$ cat src/rtl/fetch_pkg.sv
// Shared widths, default PC step and fetch queue entry layout for the fetch stage.
// Also holds a saturating counter increment.
package fetch_pkg;

  localparam int WORD      = 64;
  localparam int INSTR_LEN = 32;
  localparam int PC_STEP   = 4;

  typedef struct packed {
    logic [INSTR_LEN-1:0] instr;
    logic [WORD-1:0]      pc;
  } fetch_entry_t;

  function automatic logic [31:0] sat_inc32(input logic [31:0] v);
    return (v == 32'hFFFF_FFFF) ? v : v + 32'd1;
  endfunction

endpackage

$ cat src/rtl/fetch_fifo.sv
// Synchronous FIFO with flush and a registered head entry; push-to-head latency 1 cycle.
// No internal backpressure: the producer must hold off pushes when count == DEPTH.
module fetch_fifo #(
  parameter int DEPTH = 4,
  parameter int WIDTH = 96,
  localparam int CW   = $clog2(DEPTH) + 1
) (
  input  logic             clk,
  input  logic             rst,
  input  logic             push_vld,
  input  logic [WIDTH-1:0] push_dat,
  input  logic             pop,
  input  logic             flush,
  output logic [CW-1:0]    count,
  output logic             head_vld,
  output logic [WIDTH-1:0] head_dat
);

  localparam int PW = $clog2(DEPTH);

  logic [WIDTH-1:0] mem [DEPTH];
  logic [PW-1:0]    rd_ptr;
  logic [PW-1:0]    wr_ptr;
  logic [PW-1:0]    rd_ptr_nxt;
  logic             do_push;
  logic             do_pop;

  assign head_vld   = (count != '0);
  assign rd_ptr_nxt = rd_ptr + PW'(1);
  assign do_push    = push_vld && !flush;
  assign do_pop     = pop && head_vld && !flush;

  always_ff @(posedge clk) begin
    if (do_push) mem[wr_ptr] <= push_dat;
  end

  always_ff @(posedge clk or posedge rst) begin
    if (rst) begin
      rd_ptr   <= '0;
      wr_ptr   <= '0;
      count    <= '0;
      head_dat <= '0;
    end else if (flush) begin
      // Head register deliberately keeps its last value across a flush.
      rd_ptr <= '0;
      wr_ptr <= '0;
      count  <= '0;
    end else begin
      if (do_push) wr_ptr <= wr_ptr + PW'(1);
      if (do_pop)  rd_ptr <= rd_ptr_nxt;

      case ({do_push, do_pop})
        2'b10:   count <= count + CW'(1);
        2'b01:   count <= count - CW'(1);
        default: count <= count;
      endcase

      // The next head comes from storage unless the queue drains to the incoming entry.
      if (do_pop) begin
        if (count > CW'(1))  head_dat <= mem[rd_ptr_nxt];
        else if (do_push)    head_dat <= push_dat;
      end else if (do_push && count == '0) begin
        head_dat <= push_dat;
      end
    end
  end

endmodule

$ cat src/rtl/fetch_queue_unit.sv
// Fetch stage: PC, 1-cycle imem reads, DEPTH-entry queue to decode; rd_en to out_valid is 2 cycles.
// Decode backpressure only throttles issue via queue credits; FETCH_PERF_CNT_EN adds perf counters.
module fetch_queue_unit
  import fetch_pkg::*;
#(
  parameter int                ADDR_W   = WORD,
  parameter int                INSTR_W  = INSTR_LEN,
  parameter int                DEPTH    = 4,
  parameter logic [ADDR_W-1:0] RESET_PC = '0,
  parameter int                PC_INC   = PC_STEP
) (
  input  logic               clk,
  input  logic               reset,
  input  logic               redirect_valid,
  input  logic [ADDR_W-1:0]  redirect_pc,
  output logic               imem_rd_en,
  output logic [ADDR_W-1:0]  imem_addr,
  input  logic [INSTR_W-1:0] imem_rdata,
  output logic               out_valid,
  input  logic               out_ready,
  output logic [INSTR_W-1:0] out_instr,
  output logic [ADDR_W-1:0]  out_pc
`ifdef FETCH_PERF_CNT_EN
  ,
  output logic [31:0]        fetch_cnt,
  output logic [31:0]        stall_cnt,
  output logic [31:0]        flush_cnt
`endif
);

  localparam int CW = $clog2(DEPTH) + 1;

  typedef struct packed {
    logic [INSTR_W-1:0] instr;
    logic [ADDR_W-1:0]  pc;
  } entry_t;

  logic [ADDR_W-1:0] pc;
  logic [ADDR_W-1:0] inflight_pc;
  logic              inflight;
  logic [CW-1:0]     count;
  logic [CW-1:0]     credit_used;
  logic              issue;
  logic              push;
  logic              pop;
  logic              q_vld;
  entry_t            push_ent;
  entry_t            head_ent;

  // An outstanding read already owns a queue slot, so it counts against the credits.
  assign credit_used = count + CW'(inflight);
  assign issue       = !reset && !redirect_valid && (credit_used < CW'(DEPTH));
  assign push        = inflight && !redirect_valid;
  assign pop         = q_vld && out_ready;
  assign push_ent    = '{instr: imem_rdata, pc: inflight_pc};

  assign imem_rd_en  = issue;
  assign imem_addr   = pc;
  assign out_valid   = q_vld;
  assign out_instr   = head_ent.instr;
  assign out_pc      = head_ent.pc;

  always_ff @(posedge clk or posedge reset) begin
    if (reset) begin
      pc          <= RESET_PC;
      inflight    <= 1'b0;
      inflight_pc <= '0;
    end else begin
      inflight <= issue;
      if (redirect_valid) begin
        pc <= redirect_pc;
      end else if (issue) begin
        pc          <= pc + ADDR_W'(PC_INC);
        inflight_pc <= pc;
      end
    end
  end

  fetch_fifo #(
    .DEPTH (DEPTH),
    .WIDTH ($bits(entry_t))
  ) u_fifo (
    .clk      (clk),
    .rst      (reset),
    .push_vld (push),
    .push_dat (push_ent),
    .pop      (pop),
    .flush    (redirect_valid),
    .count    (count),
    .head_vld (q_vld),
    .head_dat (head_ent)
  );

`ifdef FETCH_PERF_CNT_EN
  logic stall;

  assign stall = !reset && !redirect_valid && !issue;

  always_ff @(posedge clk or posedge reset) begin
    if (reset) begin
      fetch_cnt <= '0;
      stall_cnt <= '0;
      flush_cnt <= '0;
    end else begin
      if (issue)          fetch_cnt <= sat_inc32(fetch_cnt);
      if (stall)          stall_cnt <= sat_inc32(stall_cnt);
      if (redirect_valid) flush_cnt <= sat_inc32(flush_cnt);
    end
  end
`endif

endmodule

$ cat config.mk
export PLATFORM = sky130hd
export DESIGN_NAME = fetch_queue_unit
export DESIGN_NICKNAME = d
export VERILOG_FILES = /design/src/rtl/fetch_pkg.sv /design/src/rtl/fetch_fifo.sv /design/src/rtl/fetch_queue_unit.sv
export SDC_FILE = /design/constraint.sdc
export NUM_CORES = 1
export LEC_CHECK = 0
export CAP_MARGIN = 20
export CORE_MARGIN = 2
export CORE_UTILIZATION = 59
export CTS_BUF_LIST = sky130_fd_sc_hd__clkbuf_8
export CTS_CLUSTER_DIAMETER = 150
export DETAILED_ROUTE_END_ITERATION = 8
export HOLD_SLACK_MARGIN = 0.1
export PLACE_DENSITY = 0.82
export SYNTH_ARGS = -nofsm -noshare
export SYNTH_HDL_FRONTEND = slang
export SYNTH_HIERARCHICAL = 1
export SYNTH_SLANG_ARGS = --single-unit
$ cat constraint.sdc
create_clock -name clk -period 6.1 [get_ports clk]
set_input_delay 1.22 -clock clk [delete_from_list [all_inputs] [get_ports clk]]
set_output_delay 1.22 -clock clk [all_outputs]
set_load 0.03 [all_outputs]
# After elaboration in Yosys (flattened, before gate mapping)
# Memories as Yosys holds them, arrays and structs flattened.
# Cells that the tools add are included.
# word_totals
register_bits	232
ramBits	384
in_bits	100
output_inout_bits	162
wordCells	53
n_memories	1
# op_classes
n_addsub	6
order_cmp	2
eq_ne	3
muxes	14
bitwise	1
reduce_logical	19
# mem_list
memory	depth	word_bits	rd	rd_clocked_by_memory_dff	wr	line_no	source
u_fifo.mem	4	96	1	0	1	fetch_fifo.sv:21	logic [WIDTH-1:0] mem [DEPTH];
# ops
op	n
96-bit two-way mux	4
64-bit two-way mux	2
64-bit by 3-bit adder with 64-bit output, second input constant	1
1-bit logical AND	8
2-bit two-way mux	4
2-bit nonzero test	4
3-bit one-hot mux with 2 select lines	1
3-bit nonzero test	2
2-bit by 1-bit adder with 2-bit output, second input constant	2
3-bit by 1-bit adder with 3-bit output	1
3-bit by 1-bit adder with 3-bit output, second input constant	1
3-bit by 1-bit greater-than comparator with 1-bit output, second input constant	1
3-bit logical NOT	1
3-bit < comparator, second input constant	1
3-bit two-way mux	1
3-bit by 2-bit inequality test with 1-bit output, second input constant	1
3-bit AND reduction	1
3-bit by 1-bit subtractor with 3-bit output, second input constant	1
2-bit by 1-bit equality test with 1-bit output, second input constant	1
2-bit equality test, second input constant	1
1-bit logical NOT	2
1-bit two-way mux	2
2-bit AND reduction	1
1-bit inverter	1

# Logic depth before layout (Yosys ltp)
# Gate-level depths: netlist (run 1).
# logic_depth
depth_word	7
mapped_depth	12
mapped_depth_nobuf	9

# Cells and area by module
# Netlist (run 1), hierarchy kept.
# modules_own_cells
mod	instances	cells_each	area_per_inst_um2	seq_area_each_um2
fetch_fifo	1	976	18811.8	14108.5
fetch_queue_unit	1	614	6426.2	3228.1

# Worst setup path after synthesis (run 1)
# No wires, ideal clock.
# synth_path
path_kind	input to register
from	in redirect_valid
to	mem u_fifo.mem[0][0], enable pin
setup_ns	0.466
arrival_ns	4.490
required_ns	5.634
slack_ns	1.144
cell_stages	7
path_cell_list	clkbuf_1 -> clkbuf_1 -> buf_1 -> nor2b_1 -> buf_4 -> nor2b_4 -> and2_1
# synth_via
elab_chain_len	5
# synth_rtl
item	line_no	source
start: declaration	fetch_queue_unit.sv:14	input logic redirect_valid,
1-bit logical NOT	fetch_queue_unit.sv:53	assign push = inflight && !redirect_valid;
1-bit logical AND	fetch_queue_unit.sv:53	
net push	fetch_queue_unit.sv:44	logic push;
1-bit logical AND	fetch_fifo.sv:30	assign do_push = push_vld && !flush;
1-bit two-way mux	fetch_fifo.sv:34	if (do_push) mem[wr_ptr] <= push_dat;
1-bit two-way mux (implied by the code)	fetch_fifo.sv:34	
end: declaration	fetch_fifo.sv:21	
# The timed path passes the listed nets, and every way through them passes these cells.

# Worst setup path after layout (run 1)
# layout_path
from	in reset
to	out imem_rd_en
# layout_via
elab_chain_len	3
# layout_rtl
item	line_no	source
start: declaration	fetch_queue_unit.sv:13	input logic reset,
1-bit logical NOT (no source line)	--	
1-bit logical AND (2 in a row)	fetch_queue_unit.sv:52	assign issue = !reset && !redirect_valid && (credit_used < CW'(DEPTH));
end: declaration	fetch_queue_unit.sv:16	output logic imem_rd_en,
# Every way passes these cells.

==> results.cfg, run 1 <==
[timing]
skew_ns = 0.0229
fin_crit_ns = 4.24
fmax_mhz = 236
relSlewSlack = 0.277
hold_viol_final = 0
hold_ws_ns = 0.538
finalSetupTns_ns = 0
fin_crit_sh = 0.695
report.final.setup_viol = 0
drv_slew = 0
tightest_slew_ns = 1.08
grt_setup_unrepaired = false
fin_ws_ns = 1.86

[cells_and_area]
final_cell_count_no_fill = 2501
syn_to_final_growth_pct = 19.9
design_area_mm2 = 0.0303
final_nets = 1989
nFillCells = 2589
n_antenna_cell = 0
final_common_cell = edfxtp_1
drive_gt1_frac = 0.180
final_core_util = 0.720
final_cell_mix = edfxtp_1, clkdlybuf4s50_1, dfrtp_1

[setup_path]
path_cells = clkdlybuf4s50_1 -> nor3b_1 -> mux2_4 -> clkdlybuf4s50_1
crit_fanout = 6
crit_buf_inv = 2
crit_path_start_kind = input pin
cp.required_ns = 4.88
critPathTopFamily = buffers and inverters
end_kind = output pin
cp_slowest_cell = clkdlybuf4s50_1
critPathMostFrequentCell = clkdlybuf4s50_1
max_stage_delay_ns = 0.68
worstSetupPathType = input pin to output pin
worstPathArrival_ns = 3.02

[clock_tree]
cts.path.max_buffers = 3
numClockSinks = 616
clockRootBuffer = clkbuf_8
path_clk_slew_ns = 0.06
hold_buffers = 0
clkLatencyLatePin_ns = 0.65
cts_resized = 0
cts_setup_buffers = 0
htreeDepth = 3
cts_buffers = 94
cts_tree = done

[detailed_routing]
via_per_inst = 6.25
first_pass_iters = 6
drt_iter0_drc = 1717
drt_wl_total_um = 61200
wl_per_cell_um = 24.5
ant_nets = 0
post-route-drc-count = 0
vias = 15600

[floorplan]
start_util = 0.600
num_rows = 75
ios = 262
core_area_mm2 = 0.0420
dieArea_mm2 = 0.0444
die_w_um = 211
die_h_um = 211

[place]
dp_cells = 2323
dp_hpwl_um = 37200
io_buffers = 261
dpl_cell_area_mm2 = 0.0283
gp_congestion = 0.935
pre_cts_slack_ns = 1.87

[synthesis]
synth_fp_nets = 1699
syn_inst = 1590
syn-cell-area_mm2 = 0.0252
ys_seq_elements = 616
synth_ff_type = edfxtp_1
syn_area_per_cell_um2 = 15.9
yosysSeqAreaShare = 0.687
ys_warn_count = 6
ys_types = 61
synth_edf_count = 384
synth-async-reset-ratio = 0.377

[grt]
grt_pass1_vias = 16000
grt_usage = 0.282
grt_pass1_wl_um = 94300
antenna_found_initial = 0
grt_max_degree = 89
grt_overflow_total = 0

[power_and_ir_drop]
p_leak_nw = 11.3
power.density_mw_per_mm2 = 388
ir_worst_vdd_v = 0.000195
power.total_mw = 11.7

[run_status]
status = completed

[job]
cap_viol_max_count = 0

[min_path]
hp-class = register to register
## synth_stat cells (6+ instances only)
library cell / number / share of area
edfxtp_1: 384 / 0.46
dfrtp_1: 232 / 0.23
nor2_1: 138 / 0.021
mux2i_1: 101 / 0.040
a21oi_1: 100 / 0.020
mux4_2: 96 / 0.086
mux2_2: 72 / 0.032
nand2_1: 68 / 0.010
o21ai_0: 39 / 0.0077
nand4_1: 36 / 0.0089
nand3_1: 34 / 0.0067
buf_2: 33 / 0.0065
clkbuf_1: 30 / 0.0045
xor2_1: 25 / 0.0087
a31oi_1: 20 / 0.0050
inv_1: 16 / 0.0024
nor4_1: 13 / 0.0032
or4_1: 12 / 0.0036
nor2b_1: 10 / 0.0025
o31ai_1: 10 / 0.0030
or3_1: 10 / 0.0025
ha_1: 9 / 0.0045
and2_1: 8 / 0.0020
and3_1: 8 / 0.0020
buf_4: 7 / 0.0021
nor3_1: 7 / 0.0014
buf_6: 6 / 0.0027
xnor2_1: 6 / 0.0021
## power breakdown
| group | total [mW] | switching [mW] | internal (mW) | leakage, nW |
|---|---|---|---|---|
| combinational | 2.60 | 1.45 | 1.15 | 3.98 |
| sequential | 5.65 | 0.583 | 5.06 | 6.19 |
| clock | 3.50 | 1.59 | 1.91 | 1.13 |
## cell families (layout without fill, tap and decap cells)
kind of cell,count (synthesis),count (layout),synth area share
buffers and inverters,104,476,0.0224
xor gates and xnor gates,31,31,0.0108
AOI/OAI and AO/OA,192,192,0.0435
DFF,616,616,0.687
and+or+nand+nor,369,369,0.0741
adders and majority gates,9,9,0.00446
muxes,269,269,0.158
## area by class of cell
type	count	area, um^2	share of cell area
Sequential cell	616	17300	0.573
Multi-Input combinational cell	870	7370	0.243
Timing Repair Buffer	281	2840	0.0937
Clock buffer	114	1570	0.0518
Tap cell	539	674	0.0223
Clock inverter	64	410	0.0136
Inverter	17	71.3	0.00236
## worst register-to-register path: stages (launching register included)
cell and delay [ns]:
dfrtp_1 0.56, ha_1 0.58, inv_1 0.16, nor4_1 0.77
nand4_2 0.54, or4_1 0.61, nand3_1 0.08
## worst paths after layout
path	from	endpoint	slack [ns]	depth (start not counted)
max	reset	imem_rd_en	1.86	4
min	inflight_pc[25]	u_fifo/mem[1][25]	0.54	0
max reg2reg	imem_addr[3]	imem_addr[46]	2.74	6
min reg2reg	inflight_pc[25]	u_fifo/mem[1][25]	0.54	0
max in group asynchronous	reset	inflight_pc[2]	3.74	3
min in group asynchronous	reset	u_fifo/head_dat[54]	1.10	2
## routing by layer
layer  share of wire  global-route usage  wire (um)
met5               0                   0          0
met4           0.026              0.0991       1590
met3           0.094              0.0592       5750
met2            0.48               0.438      29100
met1            0.40               0.402      24700
## state kept, by name (all words and copies together) (netlist names)
signal / cells
imem_addr: 64
inflight: 1
inflight_pc: 64
u_fifo/count: 3
u_fifo/head_dat: 96
u_fifo/mem: 384
u_fifo/rd_ptr: 2
u_fifo/wr_ptr: 2
(Power assumes the default switching activity.)
==> run 2: changes to the inputs <==
==> constraint.sdc (replaced) <==
create_clock -name clk -period 4.1 [get_ports clk]
set_input_delay 0.82 -clock clk [delete_from_list [all_inputs] [get_ports clk]]
set_output_delay 0.82 -clock clk [all_outputs]
set_load 0.03 [all_outputs]
==> results.cfg, run 2 (synthesis results as in run 1) <==
[timing]
grt_setup_unrepaired = false
drv_slew = 0
fmax_mhz = 285
fin_ws_ns = 0.597
finalSetupTns_ns = 0
relSlewSlack = 0.379
fin_crit_sh = 0.854
hold_ws_ns = 0.444
tightest_slew_ns = 0.932
report.final.setup_viol = 0
skew_ns = 0.0352
hold_viol_final = 0
fin_crit_ns = 3.50

[detailed_routing]
first_pass_iters = 5
ant_nets = 0
wl_per_cell_um = 23.5
vias = 15600
drt_iter0_drc = 1274
drt_wl_total_um = 59000
post-route-drc-count = 0
via_per_inst = 6.20

[clock_tree]
cts_tree = done
cts_resized = 0
numClockSinks = 616
cts_buffers = 94
cts_setup_buffers = 0
htreeDepth = 3
clkLatencyLatePin_ns = 0.67
path_clk_slew_ns = 0.07
clockRootBuffer = clkbuf_8
cts.path.max_buffers = 3
hold_buffers = 0

[place]
dpl_cell_area_mm2 = 0.0285
gp_congestion = 0.911
dp_cells = 2332
dp_hpwl_um = 36000
io_buffers = 261
pre_cts_slack_ns = 0.558

[min_path]
hp-start = redirect_valid
hp-class = input pin to register

[run_status]
status = completed

[cells_and_area]
largestRegisters = u_fifo/mem (384), u_fifo/head_dat (96)
final_common_cell = edfxtp_1
design_area_mm2 = 0.0303
drive_gt1_frac = 0.177
final_core_util = 0.720
syn_to_final_growth_pct = 19.9
final_cell_count_no_fill = 2507
final_cell_mix = edfxtp_1, clkdlybuf4s50_1, dfrtp_1
largest_reg_flops = 384
n_antenna_cell = 0
final_nets = 1998
top_register = u_fifo/mem

[setup_path]
critPathTopFamily = buffers and inverters
crit_buf_inv = 2
worstPathArrival_ns = 2.68
cp_slowest_cell = clkdlybuf4s50_1
crit_fanout = 6
cp.required_ns = 3.28
crit_start = reset
worstSetupPathType = input pin to output pin
crit_path_start_kind = input pin
critPathMostFrequentCell = clkdlybuf4s50_1
end_kind = output pin
r2r_start = imem_addr[2]
max_stage_delay_ns = 0.69
path_cells = clkdlybuf4s50_1 -> nor3b_1 -> mux2_4 -> clkdlybuf4s50_1

[grt]
grt_max_degree = 139
grt_pass1_wl_um = 91200
antenna_found_initial = 0
grt_pass1_vias = 16000
grt_overflow_total = 0
grt_usage = 0.270

[floorplan]
dieArea_mm2 = 0.0444
core_area_mm2 = 0.0420
die_h_um = 211
num_rows = 75
die_w_um = 211
start_util = 0.600
ios = 262

[power_and_ir_drop]
p_leak_nw = 11.3
ir_worst_vdd_v = 0.000377
power.density_mw_per_mm2 = 562
power.total_mw = 17.0

[job]
cap_viol_max_count = 0
==> run 2: cell types whose count changed in the layout (fill, tap and decap cells not counted), sizes merged <==
cell      previous run  this run
clkbuf             114       104
clkinv              21        18
inv                 50        64
buf                 21        30
clkinvlp             5         4
bufinv               5         2
==> run 2: layout make-up <==
class                      count  area [um^2]
sequential                   616        17300
timing repair buffer         290         3000
clock inverter                71          365
fill                        2625        11800
tap                          539          674
inverter                      17         70.1
clock buffer                 104         1430
multi-input combinational    870         7370
==> run 2: power by group <==
| group | total, mW | internal [mW] | leakage (nW) | switching [mW] |
|---|---|---|---|---|
| combinational | 3.88 | 1.72 | 4.05 | 2.16 |
| clock | 4.79 | 2.47 | 1.08 | 2.32 |
| sequential | 8.33 | 7.54 | 6.19 | 0.793 |
| total | 17.0 | 11.7 | 11.3 | 5.28 |
==> run 2: layer usage <==
| metal | global-route usage | part of all wire | up-vias |
|---|---|---|---|
| met1 | 0.379 | 0.41 | 7933 |
| met2 | 0.422 | 0.47 | 747 |
| li1 | - | - | 6742 |
| met3 | 0.0611 | 0.083 | 132 |
| met5 | 0 | 0 | - |
| met4 | 0.102 | 0.030 | 0 |
==> run 2: worst paths after layout <==
check	endpoint	slack, ns	cells after the start
min in group asynchronous	inflight_pc[0]	0.68	2
max in group asynchronous	imem_addr[3]	2.28	3
min reg2reg	u_fifo/mem[1][62]	0.52	0
max reg2reg	imem_addr[46]	1.07	7
max	imem_rd_en	0.60	4
min	u_fifo/rd_ptr[0]	0.44	2
